==> config.mk <==
export PLATFORM = sky130hd
export DESIGN_NAME = av_arbiter_2to1
export DESIGN_NICKNAME = d
export VERILOG_FILES = /design/src/rtl/av_arbiter_2to1_pkg.sv /design/src/rtl/av_arb_rr.sv /design/src/rtl/av_arbiter_2to1.sv
export SDC_FILE = /design/constraint.sdc
export NUM_CORES = 1
export LEC_CHECK = 0
export CORE_AREA = 2 2 129 131
export DETAILED_ROUTE_END_ITERATION = 10
export DIE_AREA = 0 0 131 133
export SLEW_MARGIN = 30
export SYNTH_ARGS = -nofsm -noshare
export SYNTH_HDL_FRONTEND = slang
export SYNTH_HIERARCHICAL = 1
export SYNTH_SLANG_ARGS = --single-unit
==> constraint.sdc <==
create_clock -name av_clk_i -period 2.9 [get_ports av_clk_i]
set_clock_uncertainty 0.05 [all_clocks]
set_input_delay 0.29 -clock av_clk_i [delete_from_list [all_inputs] [get_ports av_clk_i]]
set_output_delay 0.29 -clock av_clk_i [all_outputs]
set_load 0.01 [all_outputs]
==> src/rtl/av_arbiter_2to1_pkg.sv <==
// Shared state encodings and response codes for the 2:1 Avalon-MM arbiter.
package av_arbiter_2to1_pkg;

    typedef enum logic [1:0] {
        ST_IDLE = 2'd0,
        ST_GNT0 = 2'd1,
        ST_GNT1 = 2'd2
    } arb_state_e;

    localparam logic [1:0] AV_RESP_OKAY = 2'b00;

    function automatic logic [1:0] onehot2(input logic idx);
        return idx ? 2'b10 : 2'b01;
    endfunction

endpackage

==> src/rtl/av_arb_rr.sv <==
// Two-input request picker: reqs + last owner -> one-hot winner.
// AV_ARB_FIXED_PRIO_EN makes master 0 win ties; default is round-robin.
import av_arbiter_2to1_pkg::*;

module av_arb_rr (
    input  logic [1:0] req,
    input  logic       last_owner,
    output logic [1:0] win
);

`ifdef AV_ARB_FIXED_PRIO_EN
    logic unused_last_owner;
    assign unused_last_owner = last_owner;

    always_comb begin
        win = 2'b00;
        if (req[0])      win = 2'b01;
        else if (req[1]) win = 2'b10;
    end
`else
    always_comb begin
        win = 2'b00;
        if (req == 2'b11) win = onehot2(~last_owner);
        else              win = req;
    end
`endif

endmodule

==> src/rtl/av_arbiter_2to1.sv <==
// Two-master to one-slave Avalon-MM arbiter holding the grant for a whole burst.
// Tie-break policy selected by AV_ARB_FIXED_PRIO_EN (see av_arb_rr).
import av_arbiter_2to1_pkg::*;

module av_arbiter_2to1 #(
    parameter int aw = 32,
    parameter int dw = 32,
    parameter int bw = 3
) (
    input  logic            av_clk_i,
    input  logic            av_rst_i,
    input  logic [aw-1:0]   m0_av_address_i,
    input  logic [dw-1:0]   m0_av_writedata_i,
    input  logic [dw/8-1:0] m0_av_byteenable_i,
    input  logic [bw-1:0]   m0_av_burstcount_i,
    input  logic            m0_av_write_i,
    input  logic            m0_av_read_i,
    output logic            m0_av_waitrequest_o,
    output logic [1:0]      m0_av_response_o,
    output logic [dw-1:0]   m0_av_readdata_o,
    input  logic [aw-1:0]   m1_av_address_i,
    input  logic [dw-1:0]   m1_av_writedata_i,
    input  logic [dw/8-1:0] m1_av_byteenable_i,
    input  logic [bw-1:0]   m1_av_burstcount_i,
    input  logic            m1_av_write_i,
    input  logic            m1_av_read_i,
    output logic            m1_av_waitrequest_o,
    output logic [1:0]      m1_av_response_o,
    output logic [dw-1:0]   m1_av_readdata_o,
    output logic [aw-1:0]   s_av_address_o,
    output logic [dw-1:0]   s_av_writedata_o,
    output logic [dw/8-1:0] s_av_byteenable_o,
    output logic [bw-1:0]   s_av_burstcount_o,
    output logic            s_av_write_o,
    output logic            s_av_read_o,
    input  logic            s_av_waitrequest_i,
    input  logic [1:0]      s_av_response_i,
    input  logic [dw-1:0]   s_av_readdata_i,
    output logic [1:0]      grant_o
);

    localparam int bew = dw / 8;

    logic [1:0][aw-1:0]  m_addr;
    logic [1:0][dw-1:0]  m_wdata;
    logic [1:0][bew-1:0] m_be;
    logic [1:0][bw-1:0]  m_bc;
    logic [1:0]          m_wr, m_rd, m_req;
    logic [1:0]          m_wait;
    logic [1:0][1:0]     m_resp;
    logic [1:0][dw-1:0]  m_rdata;

    assign m_addr  = {m1_av_address_i,    m0_av_address_i};
    assign m_wdata = {m1_av_writedata_i,  m0_av_writedata_i};
    assign m_be    = {m1_av_byteenable_i, m0_av_byteenable_i};
    assign m_bc    = {m1_av_burstcount_i, m0_av_burstcount_i};
    assign m_wr    = {m1_av_write_i,      m0_av_write_i};
    assign m_rd    = {m1_av_read_i,       m0_av_read_i};
    assign m_req   = m_wr | m_rd;

    assign m0_av_waitrequest_o = m_wait[0];
    assign m1_av_waitrequest_o = m_wait[1];
    assign m0_av_response_o    = m_resp[0];
    assign m1_av_response_o    = m_resp[1];
    assign m0_av_readdata_o    = m_rdata[0];
    assign m1_av_readdata_o    = m_rdata[1];

    arb_state_e  state_q, state_d;
    logic        last_owner_q, last_owner_d;
    logic [bw:0] beat_cnt_q, beat_cnt_d;
    logic [bw:0] burst_len_q, burst_len_d;

    logic [1:0]  win;
    logic        owner, active, cmd, accept, done;
    logic [bw:0] first_len, len_eff, beat_nxt;

    av_arb_rr u_rr (
        .req        (m_req),
        .last_owner (last_owner_q),
        .win        (win)
    );

    // Reset gates the outputs combinationally so the slave sees no strobe
    // in the very cycle reset is asserted, even mid-burst.
    always_comb begin
        active    = !av_rst_i && (state_q != ST_IDLE);
        owner     = (state_q == ST_GNT1);
        cmd       = m_req[owner];
        accept    = active && cmd && !s_av_waitrequest_i;
        first_len = (m_bc[owner] == '0) ? (bw+1)'(1) : {1'b0, m_bc[owner]};
        len_eff   = (beat_cnt_q == '0) ? first_len : burst_len_q;
        beat_nxt  = beat_cnt_q + (bw+1)'(1);
        done      = accept && (beat_nxt == len_eff);
    end

    always_comb begin
        state_d      = state_q;
        last_owner_d = last_owner_q;
        beat_cnt_d   = beat_cnt_q;
        burst_len_d  = burst_len_q;
        case (state_q)
            ST_IDLE: begin
                if (win[0])      state_d = ST_GNT0;
                else if (win[1]) state_d = ST_GNT1;
            end
            ST_GNT0, ST_GNT1: begin
                if (accept) begin
                    beat_cnt_d = beat_nxt;
                    if (beat_cnt_q == '0) burst_len_d = first_len;
                end
                if (done) begin
                    state_d      = ST_IDLE;
                    last_owner_d = owner;
                    beat_cnt_d   = '0;
                end else if (!cmd && beat_cnt_q == '0) begin
                    // Owner withdrew before any beat: release without
                    // counting it as a turn.
                    state_d = ST_IDLE;
                end
            end
            default: state_d = ST_IDLE;
        endcase
    end

    always_ff @(posedge av_clk_i) begin
        if (av_rst_i) begin
            state_q      <= ST_IDLE;
            last_owner_q <= 1'b1;
            beat_cnt_q   <= '0;
            burst_len_q  <= '0;
        end else begin
            state_q      <= state_d;
            last_owner_q <= last_owner_d;
            beat_cnt_q   <= beat_cnt_d;
            burst_len_q  <= burst_len_d;
        end
    end

    always_comb begin
        s_av_address_o    = '0;
        s_av_writedata_o  = '0;
        s_av_byteenable_o = '0;
        s_av_burstcount_o = '0;
        s_av_write_o      = 1'b0;
        s_av_read_o       = 1'b0;
        m_wait            = 2'b11;
        m_resp            = {AV_RESP_OKAY, AV_RESP_OKAY};
        m_rdata           = '0;
        grant_o           = 2'b00;
        if (active) begin
            s_av_address_o    = m_addr[owner];
            s_av_writedata_o  = m_wdata[owner];
            s_av_byteenable_o = m_be[owner];
            s_av_burstcount_o = m_bc[owner];
            s_av_write_o      = m_wr[owner];
            s_av_read_o       = m_rd[owner];
            m_wait[owner]     = s_av_waitrequest_i;
            m_resp[owner]     = s_av_response_i;
            m_rdata[owner]    = s_av_readdata_i;
            grant_o           = onehot2(owner);
        end
    end

endmodule

Word level (Yosys, flattened, before mapping)
Cells that the tools add are included.
Operators by class
  bitwise gates (word level): 5
  eq/ne operators: 6
  reductions and logical operators: 19
  add/sub/neg operators: 1
  divide/modulo/power cells: 0
  multipliers: 0
  order comparisons: 2
  shift operators: 0
  multiplexer cells: 42
Operators by type and width (count)
  $mux W32: 7
  $and A64 B64 Y64: 1
  $mux W64: 1
  $demux W32 S1: 1
  $mux W4: 7
  $mux W2: 10
  $mux W3: 4
  $mux W1: 9
  $reduce_and A2 Y1: 4
  $logic_and A1 B1 Y1: 6
  $add A4 B1 Y4 const B: 1
  $and A4 B4 Y4: 1
  $eq A2 B2 Y1 const B: 2
  $eq A4 B4 Y1: 1
  $logic_not A4 Y1: 1
  $or A2 B2 Y2: 2
  $pmux W2 S2: 1
  $reduce_bool A2 Y1: 2
  $logic_not A1 Y1: 3
  $logic_not A3 Y1: 1
  $ne A3 B1 Y1 const B: 1
  $ne A3 B3 Y1 const B: 1
  $demux W2 S1: 1
  $eq A2 B1 Y1 const B: 1
  6 further kinds: 6
Word-level totals
  bits of input ports: 183
  bits in latches: 0
  RAM bits: 0
  memories: 0
  output and inout port bits: 145
  register bits: 11
  logic and storage cells: 79
  ROM bits: 0

Longest topological paths before layout
Gate-level depths: netlist of run 1.
  word-level depth: 10
  depth in mapped cells: 9
  depth with buffers taken out: 8

Modules after synthesis
The synthesis of run 1 kept the hierarchy.
By module, submodules not included
  av_arbiter_2to1: instances 1, area an instance 2287.2 um^2, seq. area each 220.2 um^2, cells an instance 334
  av_arb_rr: instances 1, area an instance 18.8 um^2, seq. area each 0.0 um^2, cells an instance 3

Worst setup path after synthesis of run 1
Ideal clock, no wire load.
  path type: register to register
  start: register state_q[0]
  end: register last_owner_q
  stages on the path, launching flop included: 9
  data arrival time: 2.115 ns
  path slack: 0.610 ns
  setup time: 0.125 ns
  data required time: 2.725 ns
  clock period less this slack: 2.290 ns
  path buffers: 1
  cells stage by stage: dfxtp_1 inv_1 ha_1 clkbuf_1 mux2i_1 xor2_1 nand3b_1 a2111o_1 o41a_1
On the way
  cells in the longest elaborated chain, start to end: 9
  elaborated cells between the ends (all ways): 17
  those cells by class: eq/ne (3); mux (6); reduce/logical (8)
Ends and longest elaborated chain
  start: declaration: RTL line av_arbiter_2to1.sv:68  | arb_state_e state_q, state_d;
  start signal: assignment: RTL line av_arbiter_2to1.sv:132  | state_q <= state_d;
  $eq A2 B2 Y1 *: RTL line av_arbiter_2to1.sv:87  | owner = (state_q == ST_GNT1);
  named net owner: RTL line av_arbiter_2to1.sv:74  | logic owner, active, cmd, accept, done;
  $mux W3 (not written as such) (2 in a row): RTL line av_arbiter_2to1.sv:90  | first_len = (m_bc[owner] == '0) ? (bw+1)'(1) : {1'b0, m_bc[owner]};
  $logic_not A3 Y1: RTL line av_arbiter_2to1.sv:90
  $mux W3: RTL line av_arbiter_2to1.sv:90
  $mux W4: RTL line av_arbiter_2to1.sv:91  | len_eff = (beat_cnt_q == '0) ? first_len : burst_len_q;
  $eq A4 B4 Y1: RTL line av_arbiter_2to1.sv:93  | done = accept && (beat_nxt == len_eff);
  $logic_and A1 B1 Y1: RTL line av_arbiter_2to1.sv:93
  $reduce_and A2 Y1 (no source line)
  end signal: assignment: RTL line av_arbiter_2to1.sv:133  | last_owner_q <= last_owner_d;
  end: declaration: RTL line av_arbiter_2to1.sv:69  | logic last_owner_q, last_owner_d;
Mark *: on every way through the listed nets, which the timed path passes. The rest lies on a longest branch. The select of a mux whose other input is x is not followed.
A chain may end at the register's enable or synchronous reset.

Final worst setup path of run 1
  start: register state_q[0]
  end: output s_av_writedata_o[0]
On the way
  cells in the longest elaborated chain, start to end: 4
  elaborated cells between the ends (all ways): 6
  those cells by class: eq/ne (1); mux (3); reduce/logical (2)
Ends and longest elaborated chain
  $eq A2 B2 Y1: RTL line av_arbiter_2to1.sv:87
  named net owner: RTL line av_arbiter_2to1.sv:74
  $mux W32 (not written as such) (2 in a row): RTL line av_arbiter_2to1.sv:152  | s_av_writedata_o = m_wdata[owner];
  $mux W32: RTL line av_arbiter_2to1.sv:150  | if (active) begin
  end: declaration: RTL line av_arbiter_2to1.sv:31  | output logic [dw-1:0] s_av_writedata_o,
The timed path passes the listed nets, and every way through them passes these cells. The select of a mux whose other input is x is not followed.

==> run summary, run 1 <==
Status - completed
Starting Density - 0.143
Crit end category - output port
Hold-fix buffers, CTS - 0
Most frequently used flop master after synthesis - dfxtp_1
Slew headroom - 0.689
Antenna cells - 0
Clock transition at the registers of the reported paths - 40 ps
CTS Buffer Depth - 2
Global route overflow - 0
Drt drc - 0
First-pass GRT wire length - 18900 um
Die Y - 133 um
Post-synth top area cell - mux2i_1
Most frequent cells in the layout - clkdlybuf4s50_1, nor2_1, mux2i_1
Vias in the first global route - 3508
Antenna viol nets, final - 0
DR WL/cell - 14.8 um
Final Slew Violations - 0
GR Layer Usage met3 - 0.0299
Total number of vias - 3555
Drt pass-1 iters - 4
Syn-to-layout area delta - 157%
Post-synth cell types - 40
Synth top area cells - mux2i_1, nor2_1, and3_1
Area fraction of the dominant cell type after synthesis - 0.321
Asr flop ratio synth - 0
Clock Tree Root - clkbuf_16
Met2 Use GR - 0.249
Met1 GRT Util - 0.162
Synth Register Bits - 11
Mapped Area - 2310 sq um
CTS buffer count - 3
Critical path class - reg -> out
Setup slack after layout - 87.1 ps
I/O Buffers - 327
Routed WL - 12800 um
Post-CTS Resized - 0
Setup tns final - 0 ps
Layout cell share with drive strength beyond 1 - 0.0340
Later-pin clock latency in the skew report - 240 ps
Final instance area - 5930 sq um
Final worst-path cycle share - 0.970
Post-CTS Setup Bufs - 0
Core area - 16200 sq um
Syn Nets - 524
Final hold viol count - 0
Leak - 2.14 nW
P per Cell Area - 302 nW/um^2
Worst-path fanout max - 68
Pin count of the biggest net entering global routing - 69
Peak VDD IR - 166 uV
Hold Slack - 446 ps
Worst slew pin tran - 453 ps
Yosys warns - 6
Post-synth EDFFs - 0
Die Area - 17400 sq um
# rows - 47
HPWL Detailed - 11000 um
Cells after Synth - 337
Hold WC Path Type - reg -> reg
Dpl cell area - 5850 sq um
Chip Width - 131 um
CTS tree - built
Vias per inst - 4.10
MaxCap Viol Count - 0
Min Clock Period, post-route - 2810 ps
DR iter-0 viols - 134
Worst slack, placed - 320 ps
Boundary pin count - 328
Average cell area after synthesis - 6.84 sq um
Most common cell after layout, fill and taps aside - clkdlybuf4s50_1
Maximum clock frequency - 356 MHz
Htree depth - 1
Final setup vio count - 0
Required @ worst endpoint - 2560 ps
Data arrival at the endpoint of the critical path - 2470 ps
Busiest grt layer - met2
Post-Place Cells - 864
Initial antenna violation count - 0
Cell count of the worst hold path - 2
Final #Nets - 836
Worst Reg2Reg Path Length in Cells - 8
CTS Sinks - 11
Sequential share of the synthesized area - 0.0955
Overall Global Routing Usage - 0.136
Placer congestion estimate - 0.817
Layout Cells excl Fill - 868
CP startpoint kind - register
RSZ-0062 raised after global routing - false
## worst paths after layout
kind / startpoint / to / slack, ps
hold reg to reg: beat_cnt_q[1] / beat_cnt_q[1] / 450
setup reg to reg: beat_cnt_q[0] / state_q[1] / 410
hold / removal: beat_cnt_q[1] / beat_cnt_q[1] / 450
setup / recovery: state_q[0] / s_av_writedata_o[0] / 90
## cells in the mapped netlist, types with 2 or more instances
master / count
nor2_1: 83
mux2i_1: 74
nand2_1: 5
nand2b_1: 4
o21ai_0: 2
nor3b_1: 3
a21oi_1: 5
xor2_1: 2
or2_2: 3
inv_1: 9
clkbuf_1: 23
dfxtp_1: 11
xnor2_1: 3
and3_1: 36
ha_1: 4
nand3b_1: 2
buf_1: 5
mux2_2: 2
nand3_1: 5
a211oi_1: 2
and2_1: 35
## power by group
part           leakage (nW)  internal (mW)  switching (mW)
sequential           0.0890          0.164         0.00688
clock                0.0382          0.185          0.0701
combinational          2.01          0.772           0.595
## per-layer routing
metal  wire length (um)  vias to the layer above  share of wire
met5                  0                        -              0
met4                 90                        0         0.0070
met3               1160                        8          0.091
met2               6630                      182           0.52
met1               4940                     1594           0.39
li1                   -                     1771              -
## flip-flops by register name (all words and copies together), names as in the netlist
| signal | cells |
|---|---|
| state_q | 2 |
| last_owner_q | 1 |
| beat_cnt_q | 4 |
| burst_len_q | 4 |
## metrics by stage
step | power [mW] | utilization
floorplan | 0.705 | -
detailed placement | 1.55 | 0.361
global route | 1.91 | 0.367
global placement | 1.54 | 0.361
CTS | 1.81 | 0.366
finish | 1.79 | 0.367
## critical path, stage by stage (launching register included)
cell and delay (ps):
dfxtp_1 300, inv_1 110, ha_4 240, buf_12 290, mux2i_1 450, buf_4 180, nor2_1 40, clkdlybuf4s50_1 530
## cell families after synthesis
| group | share of synthesized area |
|---|---|
| XOR/XNOR | 0.0190 |
| flip-flops | 0.0955 |
| buffers and inverters | 0.0651 |
| multiplexers | 0.336 |
| adder cells (fa/ha/maj) | 0.0217 |
| AND/OR/NAND/NOR | 0.402 |
| AO/OA/AOI/OAI | 0.0613 |
## final cells by class
type / count / area (sq um)
Inverter: 9 / 33.8
Fill cell: 1658 / 10200
Timing Repair Buffer: 336 / 3370
Sequential cell: 11 / 220
Clock buffer: 4 / 78.8
Tap cell: 220 / 275
Multi-Input combinational cell: 288 / 1960
Power figures use the tool's default switching activity.
==> run 2: changes to the inputs <==
--- a/config.mk
+++ b/config.mk
@@ -5,9 +5,12 @@
 export SDC_FILE = /design/constraint.sdc
 export NUM_CORES = 1
 export LEC_CHECK = 0
+export ABC_AREA = 0
 export CORE_AREA = 2 2 129 131
 export DETAILED_ROUTE_END_ITERATION = 10
 export DIE_AREA = 0 0 131 133
+export PLACE_DENSITY = 0.6
+export SKIP_LAST_GASP = 1
 export SLEW_MARGIN = 30
 export SYNTH_ARGS = -nofsm -noshare
 export SYNTH_HDL_FRONTEND = slang
==> results of run 2 <==
Final layout, timing and power as in run 1 (identical DEF).
